### src/rtl/mult_hilo_unit.sv
// mult_hilo_unit: iterative signed WIDTHxWIDTH shift-and-add multiplier that
// owns the architectural HI/LO pair. A MULT runs on operand magnitudes for
// WIDTH cycles. One extra cycle applies the sign and commits HI/LO atomically.
// While the unit is busy, a new MULT or an MFHI/MFLO stalls the pipeline.
module mult_hilo_unit #(
   parameter int WIDTH = 32
) (
   input  logic             clk,
   input  logic             reset,
   input  logic             start,
   input  logic [WIDTH-1:0] operand_a,
   input  logic [WIDTH-1:0] operand_b,
   input  logic [1:0]       hilo_sel,
   output logic [WIDTH-1:0] result,
   output logic             busy,
   output logic             done,
   output logic             stall
);

   localparam int CW = $clog2(WIDTH + 1);

   typedef enum logic [1:0] {
      ST_IDLE = 2'd0,
      ST_RUN  = 2'd1,
      ST_SIGN = 2'd2
   } state_e;

   // Unsigned magnitude of a two's-complement value; the most negative value
   // maps onto itself, which is exactly right as an unsigned magnitude.
   function automatic logic [WIDTH-1:0] magnitude(input logic [WIDTH-1:0] v);
      magnitude = v[WIDTH-1] ? (~v + {{(WIDTH-1){1'b0}}, 1'b1}) : v;
   endfunction

   // Two's-complement negation of the full double-width product.
   function automatic logic [2*WIDTH-1:0] negate2w(input logic [2*WIDTH-1:0] v);
      negate2w = ~v + {{(2*WIDTH-1){1'b0}}, 1'b1};
   endfunction

   state_e             state_q, state_d;
   logic               sign_q, sign_d;
   logic [WIDTH-1:0]   mcand_q, mcand_d;
   logic [2*WIDTH-1:0] prod_q, prod_d;
   logic [CW-1:0]      count_q, count_d;
   logic [WIDTH-1:0]   hi_q, hi_d;
   logic [WIDTH-1:0]   lo_q, lo_d;
   logic               done_q, done_d;

   logic [WIDTH:0]     addend_s;
   logic [WIDTH:0]     sum_s;

   // One shift-add step: conditionally add the multiplicand into the high half, keeping the carry.
   always_comb begin
      addend_s = {(WIDTH+1){1'b0}};
      if (prod_q[0]) begin
         addend_s = {1'b0, mcand_q};
      end else begin
         addend_s = {(WIDTH+1){1'b0}};
      end
      sum_s = {1'b0, prod_q[2*WIDTH-1:WIDTH]} + addend_s;
   end

   // Next-state and datapath control for the IDLE/RUN/SIGN sequence.
   always_comb begin
      state_d = state_q;
      sign_d  = sign_q;
      mcand_d = mcand_q;
      prod_d  = prod_q;
      count_d = count_q;
      hi_d    = hi_q;
      lo_d    = lo_q;
      done_d  = 1'b0;
      case (state_q)
         ST_IDLE: begin
            if (start) begin
               sign_d  = operand_a[WIDTH-1] ^ operand_b[WIDTH-1];
               mcand_d = magnitude(operand_a);
               prod_d  = {{WIDTH{1'b0}}, magnitude(operand_b)};
               count_d = {CW{1'b0}};
               state_d = ST_RUN;
            end else begin
               state_d = ST_IDLE;
            end
         end
         ST_RUN: begin
            prod_d  = {sum_s, prod_q[WIDTH-1:1]};
            count_d = count_q + {{(CW-1){1'b0}}, 1'b1};
            if (count_q == CW'(WIDTH - 1)) begin
               state_d = ST_SIGN;
            end else begin
               state_d = ST_RUN;
            end
         end
         ST_SIGN: begin
            if (sign_q) begin
               {hi_d, lo_d} = negate2w(prod_q);
            end else begin
               {hi_d, lo_d} = prod_q;
            end
            done_d  = 1'b1;
            state_d = ST_IDLE;
         end
         default: begin
            state_d = ST_IDLE;
         end
      endcase
   end

   // State and datapath registers; reset aborts any multiply and clears HI/LO.
   always_ff @(posedge clk or posedge reset) begin
      if (reset) begin
         state_q <= ST_IDLE;
         sign_q  <= 1'b0;
         mcand_q <= {WIDTH{1'b0}};
         prod_q  <= {(2*WIDTH){1'b0}};
         count_q <= {CW{1'b0}};
         hi_q    <= {WIDTH{1'b0}};
         lo_q    <= {WIDTH{1'b0}};
         done_q  <= 1'b0;
      end else begin
         state_q <= state_d;
         sign_q  <= sign_d;
         mcand_q <= mcand_d;
         prod_q  <= prod_d;
         count_q <= count_d;
         hi_q    <= hi_d;
         lo_q    <= lo_d;
         done_q  <= done_d;
      end
   end

   // HI/LO read port toward the writeback mux; reserved and no-read selects return zero.
   always_comb begin
      result = {WIDTH{1'b0}};
      case (hilo_sel)
         2'b01:   result = hi_q;
         2'b10:   result = lo_q;
         default: result = {WIDTH{1'b0}};
      endcase
   end

   // Status outputs; stall holds any MULT/MFHI/MFLO that arrives while a multiply is in flight.
   always_comb begin
      busy  = (state_q != ST_IDLE);
      done  = done_q;
      stall = busy & (start | (hilo_sel == 2'b01) | (hilo_sel == 2'b10));
   end

endmodule

### config.mk
export PLATFORM = sky130hd
export DESIGN_NAME = mult_hilo_unit
export DESIGN_NICKNAME = d
export VERILOG_FILES = /design/src/rtl/mult_hilo_unit.sv
export SDC_FILE = /design/constraint.sdc
export NUM_CORES = 1
export LEC_CHECK = 0
export BUFFER_PORTS_ARGS = -buffer_cell sky130_fd_sc_hd__buf_4
export CAP_MARGIN = 20
export CORE_UTILIZATION = 40
export DETAILED_ROUTE_END_ITERATION = 10
export MAX_ROUTING_LAYER = met4
export SYNTH_ARGS = -nofsm -noshare
export SYNTH_HDL_FRONTEND = slang
export SYNTH_SLANG_ARGS = --single-unit
### constraint.sdc
create_clock -name clk -period 10.8 [get_ports clk]
set_input_delay 1.08 -clock clk [delete_from_list [all_inputs] [get_ports clk]]
set_output_delay 1.08 -clock clk [all_outputs]
set_load 0.05 [all_outputs]
# ---- Yosys cells after proc, flatten, opt, wreduce, memory -nomap -nowiden
# Index checks and enable logic that the tools add are counted.
dict set report word_totals {
  regBits 170
  out_inout_bits 35
  inputBits 69
  word_cells 45
}
dict set report classes {
  n_addsub 5
  n_mux 14
  bitwise 7
  n_reduce_logical 5
  n_eq_ne 6
}
# cell n
set op_table {}
lappend op_table {{$mux W32} 5}
lappend op_table {{$pmux W64 S2} 1}
lappend op_table {{$add A32 B1 Y32 const B} 2}
lappend op_table {{$add A64 B1 Y64 const B} 1}
lappend op_table {{$mux W64} 1}
lappend op_table {{$not A32 Y32} 2}
lappend op_table {{$not A64 Y64} 1}
lappend op_table {{$pmux W32 S2} 1}
lappend op_table {{$add A32 B33 Y33} 1}
lappend op_table {{$pmux W6 S2} 1}
lappend op_table {{$add A6 B1 Y6 const B} 1}
lappend op_table {{$eq A6 B5 Y1 const B} 1}
lappend op_table {{$mux W6} 1}
lappend op_table {{$eq A2 B1 Y1 const B} 2}
lappend op_table {{$eq A2 B2 Y1 const B} 2}
lappend op_table {{$pmux W2 S2} 1}
lappend op_table {{$reduce_and A2 Y1} 2}
lappend op_table {{$reduce_bool A2 Y1} 2}
lappend op_table {{$logic_not A2 Y1} 1}
lappend op_table {{$mux W1} 2}
lappend op_table {{$mux W2} 1}
lappend op_table {{$ne A2 B2 Y1 const B} 1}
lappend op_table {{$or A1 B1 Y1} 2}
lappend op_table {{$and A1 B1 Y1} 1}
lappend op_table {{$xor A1 B1 Y1} 1}

# ---- Depth between registers and ports, before layout
dict set report depth {
  depth_word 5
  depth_mapped 12
}

# ---- Worst setup path before layout
# OpenSTA, ideal clock, no wires.
dict set report synth_timing {
  path_type {input to output}
  start {in hilo_sel[0]}
  end {out result[1]}
  path_slack_ns 7.218
  path_stages 6
  arrival_time_ns 2.502
  n_path_buf 2
  t_required_ns 9.720
  cell_sequence {inv_1 -> ha_1 -> clkbuf_1 -> clkbuf_1 -> a22oi_1 -> nor2_1}
}
dict set report synth_between {
  elab_chain_cells 2
  word_cells_on_any_way 3
  classes_between {eq/ne: 2; mux: 1}
}
# element line_no
set synth_rtl {}
lappend synth_rtl {{start, declared} 13} ;# input logic [1:0] hilo_sel,
lappend synth_rtl {{$eq A2 B2 Y1 / $eq A2 B1 Y1 (equally long branches)} 134} ;# case (hilo_sel)
lappend synth_rtl {{$pmux W32 S2 (*)} 134}
lappend synth_rtl {{end, declared} 14} ;# output logic [WIDTH-1:0] result,
# Mark *: on every way between the ends. The rest lies on a longest branch, timed or not.

# ---- Worst setup path in the final report
dict set report layout_timing {
  start {reg prod_q[0]}
  end {reg prod_q[61]}
}
dict set report layout_between {
  elab_chain_cells 3
}
# element line_no
set layout_rtl {}
lappend layout_rtl {{start, declared} 42} ;# logic [2*WIDTH-1:0] prod_q, prod_d;
lappend layout_rtl {{start signal, assigned} 114} ;# prod_q <= {(2*WIDTH){1'b0}};
lappend layout_rtl {{start signal, assigned} 123} ;# prod_q <= prod_d;
lappend layout_rtl {{$mux W32} 54} ;# if (prod_q[0]) begin
lappend layout_rtl {{$add A32 B33 Y33} 59} ;# sum_s = {1'b0, prod_q[2*WIDTH-1:WIDTH]} + addend_s;
lappend layout_rtl {{$pmux W64 S2} 72} ;# case (state_q)
# Every way passes these cells.
# A chain may end at the register's enable or synchronous reset.

==> results.md <==
* Register area at around 0.0043 mm²
* Final core area utilization at 46.6%
* Clock power share at 20.8%
* Outcome: complete, no violations
* GRT overflow at 0
* IO Count at 104
* Synth top area cells: dfrtp_1 38%, xor2_1 9.5%, o21ai_0 9.0%
* Footprint of the multi-input gates at 0.00666 mm²
* Net Sw Power at 1300 µW
* Critical-path cell list: and2_1 -> ha_1 -> inv_1 -> fa_1 -> nor2b_1 -> o211ai_1 -> a31oi_1 -> a21boi_0 -> nor4_1 -> o21ai_0 -> a32o_1
* Ys Warns at 0
* Chip Height at 170 µm
* Cts bufs inserted at 17
* Post-CTS Setup Inserts at 0
* Post-synth cell types at between 60 and 70
* Flop pwr share at 37.4%
* CP Class: reg -> reg
* Hold Fails Final Rpt at 0
* Core area at around 0.028 mm²
* Top_reg_cell synth: dfrtp_1
* Layout fillers at 2,817
* Hold Crit Depth at 2
* Hold Path Origin: mcand_q[8]
* Pleak at 0.00557 µW
* Max Fclk at 265 MHz
* Final instance area at 0.0130 mm²
* Synth Cell Area at approximately 0.011 mm²
* Seq/Total Area, Yosys at between 30% and 40%
* Fin nets at 1,481
* Final-report setup violation count at 0
* HPWL Detailed at 24.0 mm
* CTS Sinks at 170
* Post-synth ARST share at 100%
* TritonRoute pass-1 iters at 7
* Unrepaired setup endpoints after global routing: no
* # diodes at 0
* Final Wtd Congestion at 0.902
* Vias in the first global route at 9,467
* Cell taking the most area after synthesis: dfrtp_1
* Placed Cells at 1,730
* Layout cells sized above 1 at 12.7%
* Initial DRC Count at 748
* CP Data Arrival Time at between 4 and 5 ns
* Rel. slew slack at roughly 28%
* Buf+Inv Stages, Crit Path at 1
* Final Skew at 0.0145 ns
* Vias at roughly 9,800
* Clock latency on the worst-skew pair at roughly 0.44 ns
* Share of the synthesized area in the top cell type at 37.7%
* Hold buffers post-CTS at 0
* PwrDens at about 230 mW/mm²
* Final min period at between 3 and 4 ns
* DRC Markers at 0
* RR Startpoint: prod_q[0]
* Maximum vdd drop at ~0.11 mV
* Total Routing Usage GR at 23.6%
* R2R Setup Slk at 7.03 ns
* CTS tree: done
* H-Tree Depth at 4
* Largest net degree at the start of global routing at between 100 and 150
* Fin Setup TNS at 0 ns
* Final Power at 2960 µW
* Crit path required time at ~11 ns
* Comb pwr share at about two fifths
* CP max stage delay at 0.90 ns
* Hold Crit Class: reg -> reg
* CP Capture Type: flip-flop
* Post-synth EDFFs at 0
* Pint at 1660 µW
* Reg clk slew, reported paths at 0.07 ns
* Top fanout value on the critical path at 35
* Clock root buffer: clkbuf_16
* WL/cell at 17.9 µm
* FF-to-FF path depth at 11
* Die width at 170 µm
* DIE AREA at roughly 0.029 mm²
* Min-Delay Endpoint: mcand_q[8]
* Final period util at 34.9%
* FP Rows at 61
* DR vias/cell at 5.56
* Clock Path Buffers at 2
* Port bufs at 103
* Max cap viols at 0
* Post-Synthesis Cells at 1,320
* Pins Over Slew Limit at 0
* FF+latch count, synth at 170
* CP delay by family, top: compound AO/OA/AOI/OAI gates
* CP max stage cell: dfrtp_1
* Syn avg cell area at 8.55 µm²
* Starting Density at 40.6%
* Antenna Nets Post-Route at 0
* CTS resizes at 0
* Least-Margin Pin Slew at 1.09 ns
* Syn nets at between 1,000 and 1,500
* Reg-to-Reg End: prod_q[61]
* First-pass GRT wire length at 52.0 mm
* Initial antenna violation count at 0
* Sw Share at between 40% and 50%
* Area delta synth->final at 14.8%
* Non-Filler Instances at 1,764
* Placed Area at 0.0123 mm²
* Startpoint types: flip-flop
* Final wirelength at 31.7 mm
[synth_stat cells, types with 14 or more instances]
cell type and number:
a21o_1 14, a21oi_1 37, a22oi_1 57, and2_1 32
clkbuf_1 70, dfrtp_1 170, ha_1 38, inv_1 26
nand2_1 183, nand2b_1 16, nand3_1 21, nor2_1 59
o21ai_0 204, o31ai_1 40, o41ai_1 21, or3_1 21
or4_1 16, xnor2_1 18, xor2_1 122
[cells in the final DEF, fill, tap and decap left out, types with 12 or more instances in the layout]
master and count:
inv_1 25, nor3_1 12, o31ai_1 40, a21oi_1 37
ha_1 38, xor2_1 122, clkbuf_16 17, o21ai_0 204
a21o_1 14, and2_1 32, or2_2 12, o41ai_1 21
xnor2_1 18, a22oi_1 57, nand2b_1 15, buf_4 110
nand2_1 182, nand3_1 21, dfrtp_1 169, or4_1 16
or3_1 21, nor2_1 58
[layout make-up]
class / count / area share, %
multi-input cells: 1046 / 51.4
well taps: 378 / 3.65
clock inverters: 15 / 1.20
repair buffers: 112 / 6.80
flip-flops and latches: 170 / 32.9
inverters: 26 / 0.792
clock buffers: 17 / 3.28
[cell families after synthesis]
logic type | synth area share, %
compound gates | 24.4
simple gates | 18.8
flops | 37.7
xor+xnor | 10.9
buf+inv | 3.46
fa+ha+maj | 4.39
mux | 0.444
[power by group through the flow]
stage,combinational (µW),clock [µW],sequential (µW)
after global placement,1220,0,1110
after floorplan,980,0,975
after global routing,1400,652,1140
final,1240,617,1110
after CTS,1230,627,1100
after detailed placement,1230,0,1110
[how the worst max path moves through the flow]
stage                            from         end  slack (ns)  cells after the start
final                       prod_q[0]  prod_q[61]        7.03                     11
after global routing        prod_q[0]  prod_q[61]        6.69                     11
after CTS                 hilo_sel[0]   result[1]        6.81                      6
after detailed placement  hilo_sel[0]   result[1]        6.81                      6
after global placement    hilo_sel[0]   result[1]        6.84                      6
after floorplan                 reset  count_q[0]        5.12                      1
[state kept, by name, indices dropped and copies added, names as in the netlist]
register and cells:
prod_q 64, done 1, lo_q 32, state_q 2
hi_q 32, mcand_q 32, sign_q 1, count_q 6
[per-stage QoR]
stage,hold WS [ns],worst slack [ns]
after floorplan,0.439,5.12
final,0.478,7.03
after global routing,0.496,6.69
after CTS,0.481,6.81
after detailed placement,0.464,6.81
after global placement,0.453,6.84
[worst reg2reg max path, cell delays in order, from the launching register on]
cell,delay (ns)
dfrtp_1,0.90
and2_1,0.24
ha_1,0.16
inv_1,0.06
fa_1,0.39
nor2b_1,0.17
o211ai_1,0.12
a31oi_1,0.42
a21boi_0,0.40
nor4_1,0.42
o21ai_0,0.12
a32o_1,0.26
[metal layers]
layer | routed length [µm] | global-route usage [%] | up-vias
met5 | 0 | - | -
met4 | 558 | 6.15 | 0
met3 | 1350 | 2.93 | 31
met2 | 13600 | 34.2 | 229
met1 | 16100 | 34.5 | 4658
li1 | - | - | 4888
No activity file was read; power rests on OpenSTA's default activity.
